## src/rtl/slt_pkg.sv

```systemverilog
// -----------------------------------------------------------------------------
// slt_pkg
// Shared definitions for the set-less-than compare resource.
//   state_e       : arbiter FSM states (IDLE, CMP, RESP)
//   SLT_WIDTH     : default operand width
//   SLT_NREQ_MAX  : largest supported requester count
//   slt_zext_bit  : widens a single compare result bit to the operand width
// -----------------------------------------------------------------------------
package slt_pkg;

    typedef enum logic [1:0] {
        IDLE = 2'd0,
        CMP  = 2'd1,
        RESP = 2'd2
    } state_e;

    localparam int SLT_WIDTH    = 24;
    localparam int SLT_NREQ_MAX = 8;

    // The SLT result is a boolean placed in bit 0 of a full-width word.
    function automatic logic [SLT_WIDTH-1:0] slt_zext_bit(input logic b);
        logic [SLT_WIDTH-1:0] r;
        r    = '0;
        r[0] = b;
        return r;
    endfunction

endpackage

```

## src/rtl/slt_cmp.sv

```systemverilog
// -----------------------------------------------------------------------------
// slt_cmp
// Purely combinational WIDTH-bit less-than comparator.
// Ports:
//   a, b      in  WIDTH : operands
//   is_signed in  1     : 1 = two's-complement compare, 0 = unsigned
//   lt        out 1     : 1 when a < b (equal operands give 0)
// -----------------------------------------------------------------------------
module slt_cmp
    import slt_pkg::*;
#(
    parameter int WIDTH = SLT_WIDTH
) (
    input  logic [WIDTH-1:0] a,
    input  logic [WIDTH-1:0] b,
    input  logic             is_signed,
    output logic             lt
);

    logic mag_lt;
    logic sign_diff;

    assign mag_lt    = (a < b);
    assign sign_diff = a[WIDTH-1] ^ b[WIDTH-1];

    // With differing signs the negative operand is the smaller one. With
    // matching signs two's-complement order equals plain unsigned order, so
    // the single magnitude compare serves both modes.
    assign lt = (is_signed && sign_diff) ? a[WIDTH-1] : mag_lt;

endmodule

```

## src/rtl/slt_arbiter.sv

```systemverilog
// -----------------------------------------------------------------------------
// slt_arbiter
// Shared SLT compare resource: a round-robin arbiter grants one of NREQ
// requesters, a three-state FSM (IDLE -> CMP -> RESP) sequences one compare on
// a single shared comparator, and the result returns on a valid/ready channel
// tagged with the requester id.
//
// Ports:
//   Clock       in  1          : rising-edge clock
//   Reset       in  1          : asynchronous active-low reset
//   req_valid   in  NREQ       : per-requester request valid
//   req_ready   out NREQ       : accept strobe, one-hot or zero (combinational)
//   req_a       in  NREQ*WIDTH : operand A, requester i at [i*WIDTH +: WIDTH]
//   req_b       in  NREQ*WIDTH : operand B, same packing
//   req_signed  in  NREQ       : per-requester signed-compare select
//   rsp_valid   out 1          : result available (registered)
//   rsp_ready   in  1          : consumer accepts result
//   rsp_id      out IDW        : id of the requester owning the result
//   rsp_out     out WIDTH      : zero-extended A < B
//
// Build option: define SLT_ARB_SIGNED_EN to honour req_signed. Without it all
// compares are unsigned and req_signed is ignored.
// -----------------------------------------------------------------------------
module slt_arbiter
    import slt_pkg::*;
#(
    parameter int WIDTH = SLT_WIDTH,
    parameter int NREQ  = 4,
    parameter int IDW   = 2
) (
    input  logic                  Clock,
    input  logic                  Reset,
    input  logic [NREQ-1:0]       req_valid,
    output logic [NREQ-1:0]       req_ready,
    input  logic [NREQ*WIDTH-1:0] req_a,
    input  logic [NREQ*WIDTH-1:0] req_b,
    input  logic [NREQ-1:0]       req_signed,
    output logic                  rsp_valid,
    input  logic                  rsp_ready,
    output logic [IDW-1:0]        rsp_id,
    output logic [WIDTH-1:0]      rsp_out
);

    state_e           state_q, state_d;
    logic [IDW-1:0]   rr_ptr_q, rr_ptr_d;
    logic [WIDTH-1:0] a_q, a_d;
    logic [WIDTH-1:0] b_q, b_d;
    logic [IDW-1:0]   id_q, id_d;
    logic             rsp_valid_q, rsp_valid_d;
    logic [IDW-1:0]   rsp_id_q, rsp_id_d;
    logic [WIDTH-1:0] rsp_out_q, rsp_out_d;

    logic             gnt_found;
    logic [IDW-1:0]   gnt_id;
    logic             accept;
    logic             cmp_lt;
    logic             sgn_q;

    // Round-robin search: first valid requester at or above rr_ptr, wrapping.
    always_comb begin
        gnt_found = 1'b0;
        gnt_id    = '0;
        for (int i = 0; i < NREQ; i++) begin
            int idx;
            idx = int'(rr_ptr_q) + i;
            if (idx >= NREQ) begin
                idx = idx - NREQ;
            end
            if (!gnt_found && req_valid[idx]) begin
                gnt_found = 1'b1;
                gnt_id    = IDW'(idx);
            end
        end
    end

    assign accept = (state_q == IDLE) && gnt_found;

`ifdef SLT_ARB_SIGNED_EN
    always_ff @(posedge Clock) begin
        if (accept) begin
            sgn_q <= req_signed[gnt_id];
        end
    end
`else
    logic unused_req_signed;
    assign unused_req_signed = ^req_signed;
    assign sgn_q             = 1'b0;
`endif

    slt_cmp #(
        .WIDTH(WIDTH)
    ) u_cmp (
        .a         (a_q),
        .b         (b_q),
        .is_signed (sgn_q),
        .lt        (cmp_lt)
    );

    // FSM next-state and outputs.
    always_comb begin
        state_d     = state_q;
        rr_ptr_d    = rr_ptr_q;
        a_d         = a_q;
        b_d         = b_q;
        id_d        = id_q;
        rsp_valid_d = rsp_valid_q;
        rsp_id_d    = rsp_id_q;
        rsp_out_d   = rsp_out_q;
        req_ready   = '0;

        unique case (state_q)
            IDLE: begin
                if (gnt_found) begin
                    // Ready is held low while reset is asserted so the
                    // outputs are all zero throughout reset.
                    req_ready[gnt_id] = Reset;
                    a_d      = req_a[int'(gnt_id)*WIDTH +: WIDTH];
                    b_d      = req_b[int'(gnt_id)*WIDTH +: WIDTH];
                    id_d     = gnt_id;
                    rr_ptr_d = (int'(gnt_id) == NREQ-1) ? '0 : gnt_id + 1'b1;
                    state_d  = CMP;
                end
            end
            CMP: begin
                rsp_out_d   = {{(WIDTH-1){1'b0}}, cmp_lt};
                rsp_id_d    = id_q;
                rsp_valid_d = 1'b1;
                state_d     = RESP;
            end
            RESP: begin
                if (rsp_ready) begin
                    rsp_valid_d = 1'b0;
                    state_d     = IDLE;
                end
            end
            default: begin
                state_d = IDLE;
            end
        endcase
    end

    always_ff @(posedge Clock or negedge Reset) begin
        if (!Reset) begin
            state_q <= IDLE;
        end else begin
            state_q <= state_d;
        end
    end

    always_ff @(posedge Clock or negedge Reset) begin
        if (!Reset) begin
            rr_ptr_q    <= '0;
            rsp_valid_q <= 1'b0;
            rsp_id_q    <= '0;
            rsp_out_q   <= '0;
        end else begin
            rr_ptr_q    <= rr_ptr_d;
            rsp_valid_q <= rsp_valid_d;
            rsp_id_q    <= rsp_id_d;
            rsp_out_q   <= rsp_out_d;
        end
    end

    // Latched operands are only consumed in CMP, which always follows an
    // accept, so they need no reset.
    always_ff @(posedge Clock) begin
        a_q  <= a_d;
        b_q  <= b_d;
        id_q <= id_d;
    end

    assign rsp_valid = rsp_valid_q;
    assign rsp_id    = rsp_id_q;
    assign rsp_out   = rsp_out_q;

endmodule
```

## config.mk

```make
export PLATFORM = sky130hd
export DESIGN_NAME = slt_arbiter
export DESIGN_NICKNAME = d
export VERILOG_FILES = /design/src/rtl/slt_pkg.sv /design/src/rtl/slt_cmp.sv /design/src/rtl/slt_arbiter.sv
export SDC_FILE = /design/constraint.sdc
export NUM_CORES = 1
export LEC_CHECK = 0
export BUFFER_PORTS_ARGS = -buffer_cell sky130_fd_sc_hd__buf_2
export CORE_MARGIN = 5
export CORE_UTILIZATION = 45
export DETAILED_ROUTE_END_ITERATION = 6
export GPL_TIMING_DRIVEN = 0
export PLACE_DENSITY = 0.85
export SLEW_MARGIN = 20
export SYNTH_ARGS = -nofsm -noshare
export SYNTH_HDL_FRONTEND = slang
export SYNTH_SLANG_ARGS = --single-unit
```

## constraint.sdc

```tcl
create_clock -name Clock -period 11.1 [get_ports Clock]
set_input_delay 0.555 -clock Clock [delete_from_list [all_inputs] [get_ports Clock]]
set_output_delay 0.555 -clock Clock [all_outputs]
set_load 0.02 [all_outputs]
```

-- Word-level counts from Yosys, hierarchy flattened
Cells that the tools add are included.
- bits of input ports: 203
- logic and storage cells: 82
- output and inout port bits: 31
- register bits: 58
- order comparisons: 11
- equal/unequal tests: 5
- add/sub/neg operators: 8
- multiplexer cells: 34
- reduce and logical (&&, ||, !) cells: 12
- bitwise operators: 1
- multiply operators: 1
- shift-type cells: 2
- operators with widths (operator ; number):
    32-bit by 4-bit < comparator with 1-bit output, second input constant ; 4
    32-bit 2-to-1 mux ; 4
    96-bit by 32-bit variable part select with 24-bit output ; 1
    96-bit by 8-bit variable part select with 24-bit output ; 1
    24-bit < comparator ; 1
    1-bit 2-to-1 mux ; 14
    2-bit 2-to-1 mux ; 7
    3-bit by 3-bit subtractor with 4-bit output, second input constant ; 3
    3-bit greater-or-equal comparator, second input constant ; 3
    1-bit binary-select mux with 2-bit select ; 4
    4-bit 2-to-1 mux ; 2
    2-bit by 2-bit adder with 3-bit output, second input constant ; 2
    2-bit one-hot mux with 3 select lines ; 1
    2-bit AND reduction ; 3
    4-bit bitwise AND ; 1
    2-bit by 1-bit == test with 1-bit output, second input constant ; 2
    1-bit logical AND ; 4
    2-bit by 2-bit multiplier with 4-bit output, second input constant ; 1
    2-bit inequality test, second input constant ; 2
    2-bit by 3-bit subtractor with 4-bit output, second input constant ; 1
    2-bit by 1-bit adder with 3-bit output, second input constant ; 1
    2-bit by 3-bit greater-or-equal comparator with 1-bit output, second input constant ; 1
    1-bit logical NOT ; 3
    2-bit by 3-bit < comparator with 1-bit output, second input constant ; 1
    other kinds (7) ; 7

-- Logic depth before layout (Yosys ltp)
- depth in word-level cells: 22
- gate-level depth with buffers: 8
- depth with buffers taken out: 7

-- By module
From an unflattened synthesis, not the netlist that was laid out.
- cell total of the unflattened synthesis: 364
- area, all modules: 4399.2 um^2
- modules (own cells, without submodules) (module ; cells each ; area each (um^2) ; times used ; sequential area each (um^2)):
    slt_arbiter ; 279 ; 3797.4 ; 1 ; 1701.6
    slt_cmp ; 85 ; 601.8 ; 1 ; 0.0

-- Least setup slack after synthesis
Ideal clock, no wire load.
- kind: input-to-output
- from: in req_valid[0]
- to: out req_ready[2]
- arrival: 5.345 ns
- path slack: 5.200 ns
- data required time: 10.545 ns
- stages: 4
- cell sequence: nor4_1 nor3_1 nand2_1 nor3b_1
- word-level cells in the longest chain between the ends: 20
- elaborated cells between the ends (all ways): 34
- those cells by class: 2 x order compare; 24 x mux; 1 x bitwise; 7 x reduce/logical
- ends and longest elaborated chain (item ; RTL line ; RTL):
    from (decl) ; slt_arbiter.sv:33 ; input logic [NREQ-1:0] req_valid,
    1-bit binary-select mux with 2-bit select ; slt_arbiter.sv:69 ; if (!gnt_found && req_valid[idx]) begin
    1-bit 2-to-1 mux (not written as such) (2 in series) ; slt_arbiter.sv:69 ;
    1-bit 2-to-1 mux ; slt_arbiter.sv:69 ;
    1-bit logical NOT ; slt_arbiter.sv:69 ;
    1-bit logical AND ; slt_arbiter.sv:69 ;
    1-bit 2-to-1 mux ; slt_arbiter.sv:69 ;
    1-bit logical NOT ; slt_arbiter.sv:69 ;
    1-bit logical AND ; slt_arbiter.sv:69 ;
    [... 3 more ...] ; -- ;
    2-bit 2-to-1 mux ; slt_arbiter.sv:69 ;
    2-bit by 3-bit < comparator with 1-bit output (not written as such) or 2-bit by 1-bit greater-or-equal comparator with 1-bit output (tied branches) ; slt_arbiter.sv:116 ; req_ready[gnt_id] = Reset;
    1-bit logical AND (not written as such) ; slt_arbiter.sv:116 ;
    1-bit 2-to-1 mux (not written as such) ; slt_arbiter.sv:116 ;
    1-bit demux with 2-bit select ; slt_arbiter.sv:116 ;
    4-bit bitwise AND (no source line) ; -- ;
    4-bit 2-to-1 mux * ; slt_arbiter.sv:113 ; if (gnt_found) begin
    4-bit 2-to-1 mux * ; slt_arbiter.sv:111 ; unique case (state_q)
    to (decl) ; slt_arbiter.sv:34 ; output logic [NREQ-1:0] req_ready,
Every way passes the cells marked *; elsewhere a longest branch is shown, timed or not. The select of a mux whose other input is x is not followed.

-- Final worst setup path
- from: reg rr_ptr_q[1]
- to: out req_ready[1]
- word-level cells in the longest chain between the ends: 22
- elaborated cells between the ends (all ways): 49
- those cells by class: 7 x add/sub; 6 x order compare; 28 x mux; 1 x bitwise; 7 x reduce/logical
- ends and longest elaborated chain (item ; RTL line ; RTL):
    from (decl) ; slt_arbiter.sv:45 ; logic [IDW-1:0] rr_ptr_q, rr_ptr_d;
    from (signal assigned) ; slt_arbiter.sv:157 ; rr_ptr_q <= rr_ptr_d;
    parallel branches: the longest is 14 deep, another holds 3-bit by 3-bit subtractor with 4-bit output ; -- ;
    2-bit 2-to-1 mux * ; slt_arbiter.sv:69 ;
    via gnt_id[0] ; slt_arbiter.sv:54 ; logic [IDW-1:0] gnt_id;
    2-bit by 3-bit < comparator with 1-bit output (not written as such) or 2-bit by 1-bit greater-or-equal comparator with 1-bit output (tied branches) ; slt_arbiter.sv:116 ;
    1-bit logical AND (not written as such) ; slt_arbiter.sv:116 ;
    1-bit 2-to-1 mux (not written as such) ; slt_arbiter.sv:116 ;
    1-bit demux with 2-bit select * ; slt_arbiter.sv:116 ;
    4-bit bitwise AND (no source line) * ; -- ;
    4-bit 2-to-1 mux * ; slt_arbiter.sv:113 ;
    4-bit 2-to-1 mux * ; slt_arbiter.sv:111 ;
Mark *: on every way through the listed nets, which the timed path passes. The select of a mux whose other input is x is not followed.

==> results_dict.tcl <==
set metrics [dict create \
    status "finished, final reports clean" \
    postSynthCellCount 362 \
    pwr-share-seq_pct 31.4 \
    worst_path_most_repeated_cell "buf_6" \
    drt.antenna.violating_nets 0 \
    cts_tree "built" \
    report.final.hold_viol_count 0 \
    clock-sinks 58 \
    p_per_area_nw_per_um2 229.7 \
    rsz0062_at_grt "false" \
    p_int_uw 857.7 \
    insertion_delay_ps 330 \
    cp_max_fo 10 \
    clockBufferDepth 2 \
    yosys_warnings 0 \
    max_stage_delay_ps 370 \
    initial_core_util_pct 45.40 \
    cts-root-buf "clkbuf_8" \
    synth_commonest_cells "mux2i_1 (145), edfxtp_1 (50), inv_1 (27)" \
    yosysSeqAreaShare_pct 39.07 \
    wire_per_inst_um 15.33 \
    synthFlopType "edfxtp_1" \
    cts.reportedPaths.clkPinSlew_ps 70 \
    hold_path.class "in2async" \
    utilization_pct 61.44 \
    antenna_found_initial 0 \
    synth_top_cell_by_area "edfxtp_1" \
    drive_gt1_share_pct 44.19 \
    synth_top_area_share_pct 34.47 \
    grtUsageTotal_pct 18.58 \
    cp-end-kind "output pin" \
    gp_congestion 0.7608 \
    ys_seq_elements 58 \
    postCtsHoldBufs 0 \
    die_h_um 108.4 \
    grt_max_degree 12 \
    post_cts_buffers 0 \
    drtIter0Drc 98 \
    post-dp-hpwl_um 9469 \
    drcViolationCount 0 \
    cts_max_level 3 \
    crit_chain "buf_6, mux2i_1, nor2_1, a311oi_2, buf_6, buf_8, nor3b_1, buf_2" \
    cap_violations 0 \
    grt-ovfl-total 0 \
    drv_slew 0 \
    ys_top_cells_by_area "edfxtp_1 (34%), mux2i_1 (33%), ha_1 (6.9%)" \
    fmaxAchievable_mhz 354.2 \
    syn_area_um2 4355 \
    drtPass1Iterations 4 \
    p_sw_share_pct 36.66 \
    wl_um 11410 \
    rows 36 \
    grt_pass1_wl_um 16820 \
    synth_cell_type_count 38 \
    switching_power_uw 496.4 \
    worstPathRequired_ps 10550 \
    core_um2 9594 \
    fillerInstances 838 \
    period_share_pct 25.44 \
    finalClockSkew_ps 9.341 \
    io_pins 234 \
    synthArstFlopShare_pct 13.79 \
    vdd_ir_drop_max_v 0.00009987 \
    final.min_clock_period_ps 2823 \
    cpLargestDelayFamily "buffers and inverters" \
    setup_viol 0 \
    final-seq-area_um2 1702 \
    worst-path-buf-inv 4 \
    p_leak_nw 3.064 \
    dieArea_um2 11750 \
    portBuffers 206 \
    via_per_inst 4.777 \
    cts_inserted_buffers 9 \
    cp.arrival_ps 2270 \
    diodes 0 \
    area_delta_synth_final_pct 35.33 \
    vias 3554 \
    crit_slowest_cell "dfrtp_1" \
    synth.avg_cell_area_um2 12.03 \
    synth_most_common_cell "mux2i_1" \
    path_class "reg2out" \
    pwr-share-comb_pct 53.3 \
    multi_input_area_um2 2236 \
    die_x_um 108.4 \
    nets 833 \
    cts_resized 0 \
    cp-start-kind "flip-flop" \
    grt_pass1_vias 3621 \
    synth_edf_count 50 \
    pwr-share-clk_pct 15.3 \
    setup-tns-final_ps 0 \
]
## registers in the layout, summed over array words and instances (netlist names)
| register | count |
|---|---|
| a_q | 24 |
| b_q | 24 |
| id_q | 2 |
| rr_ptr_q | 2 |
| rsp_id | 2 |
| rsp_out | 1 |
| rsp_valid | 1 |
| state_q | 2 |
## through the flow
stage          total power, mW  setup WS, ps  cells  cell area [µm²]  hold slack [ps]
2_1_floorplan           0.9634          5200    384             4438            259.4
3_3_place_gp             1.126          3753    723             5635            412.2
3_5_place_dp             1.162          8376    728             5685            421.1
4_1_cts                  1.371          8237    744             5894            64.51
5_1_grt                  1.454          8105    744             5894            71.72
6_report                 1.354          8277    744             5894            70.55
## power by group through the flow
| stage | clock, mW | sequential [mW] | combinational, mW |
|---|---|---|---|
| 4_1_cts | 0.211 | 0.426 | 0.734 |
| 6_report | 0.207 | 0.425 | 0.722 |
| 3_5_place_dp | 0 | 0.430 | 0.732 |
| 3_3_place_gp | 0 | 0.441 | 0.685 |
| 2_1_floorplan | 0 | 0.439 | 0.525 |
| 5_1_grt | 0.220 | 0.435 | 0.799 |
## routing by layer
layer  up-vias  wire length [µm]  global-route usage, %
met5         -                 0                      0
met4         0               142                  4.779
met2       144              6008                  35.17
li1       1787                 -                      -
met3        15               820                  3.821
met1      1608              4438                  21.17
## cell families after synthesis
family                   after synthesis  synth area share (%)
multiplexers                         148                 34.10
buffers and inverters                 68                 11.61
flip-flops                            58                 39.07
AND/OR/NAND/NOR                       32                 3.792
AO/OA/AOI/OAI                         31                 4.453
adder cells (fa/ha/maj)               24                 6.895
other                                  1               0.08610
## worst paths after layout
check	startpoint	to	slack [ps]	depth (start not counted)
min reg2reg	id_q[1]	rsp_id[1]	480	1
max reg2reg	rr_ptr_q[1]	a_q[14]	8900	7
min in group Clock	id_q[1]	rsp_id[1]	480	1
max in group asynchronous	Reset	rsp_id[0]	10830	1
min	Reset	rr_ptr_q[1]	70	1
max	rr_ptr_q[1]	req_ready[1]	8280	8
## layout make-up
cell class / instances / area share, %
inverters: 27 / 1.719
multi-input cells: 258 / 37.93
well taps: 133 / 2.823
clock buffers: 10 / 2.165
flip-flops and latches: 58 / 28.87
clock inverters: 6 / 1.380
repair buffers: 211 / 18.26
plain buffers: 41 / 6.856
## cells in the final DEF, fill, tap and decap left out, types with 3 or more instances in the layout
master and instances:
ha_1 24, buf_12 8, mux2_2 3, nand2b_1 3, inv_1 27, buf_6 4
buf_2 212, nor2_1 6, dfrtp_1 8, conb_1 23, edfxtp_1 50, mux2i_1 145
nand2_1 7, nor3_1 3, clkbuf_8 9, o21ai_0 6, buf_4 26, a21oi_1 13
No activity file was read; power rests on OpenSTA's default activity.
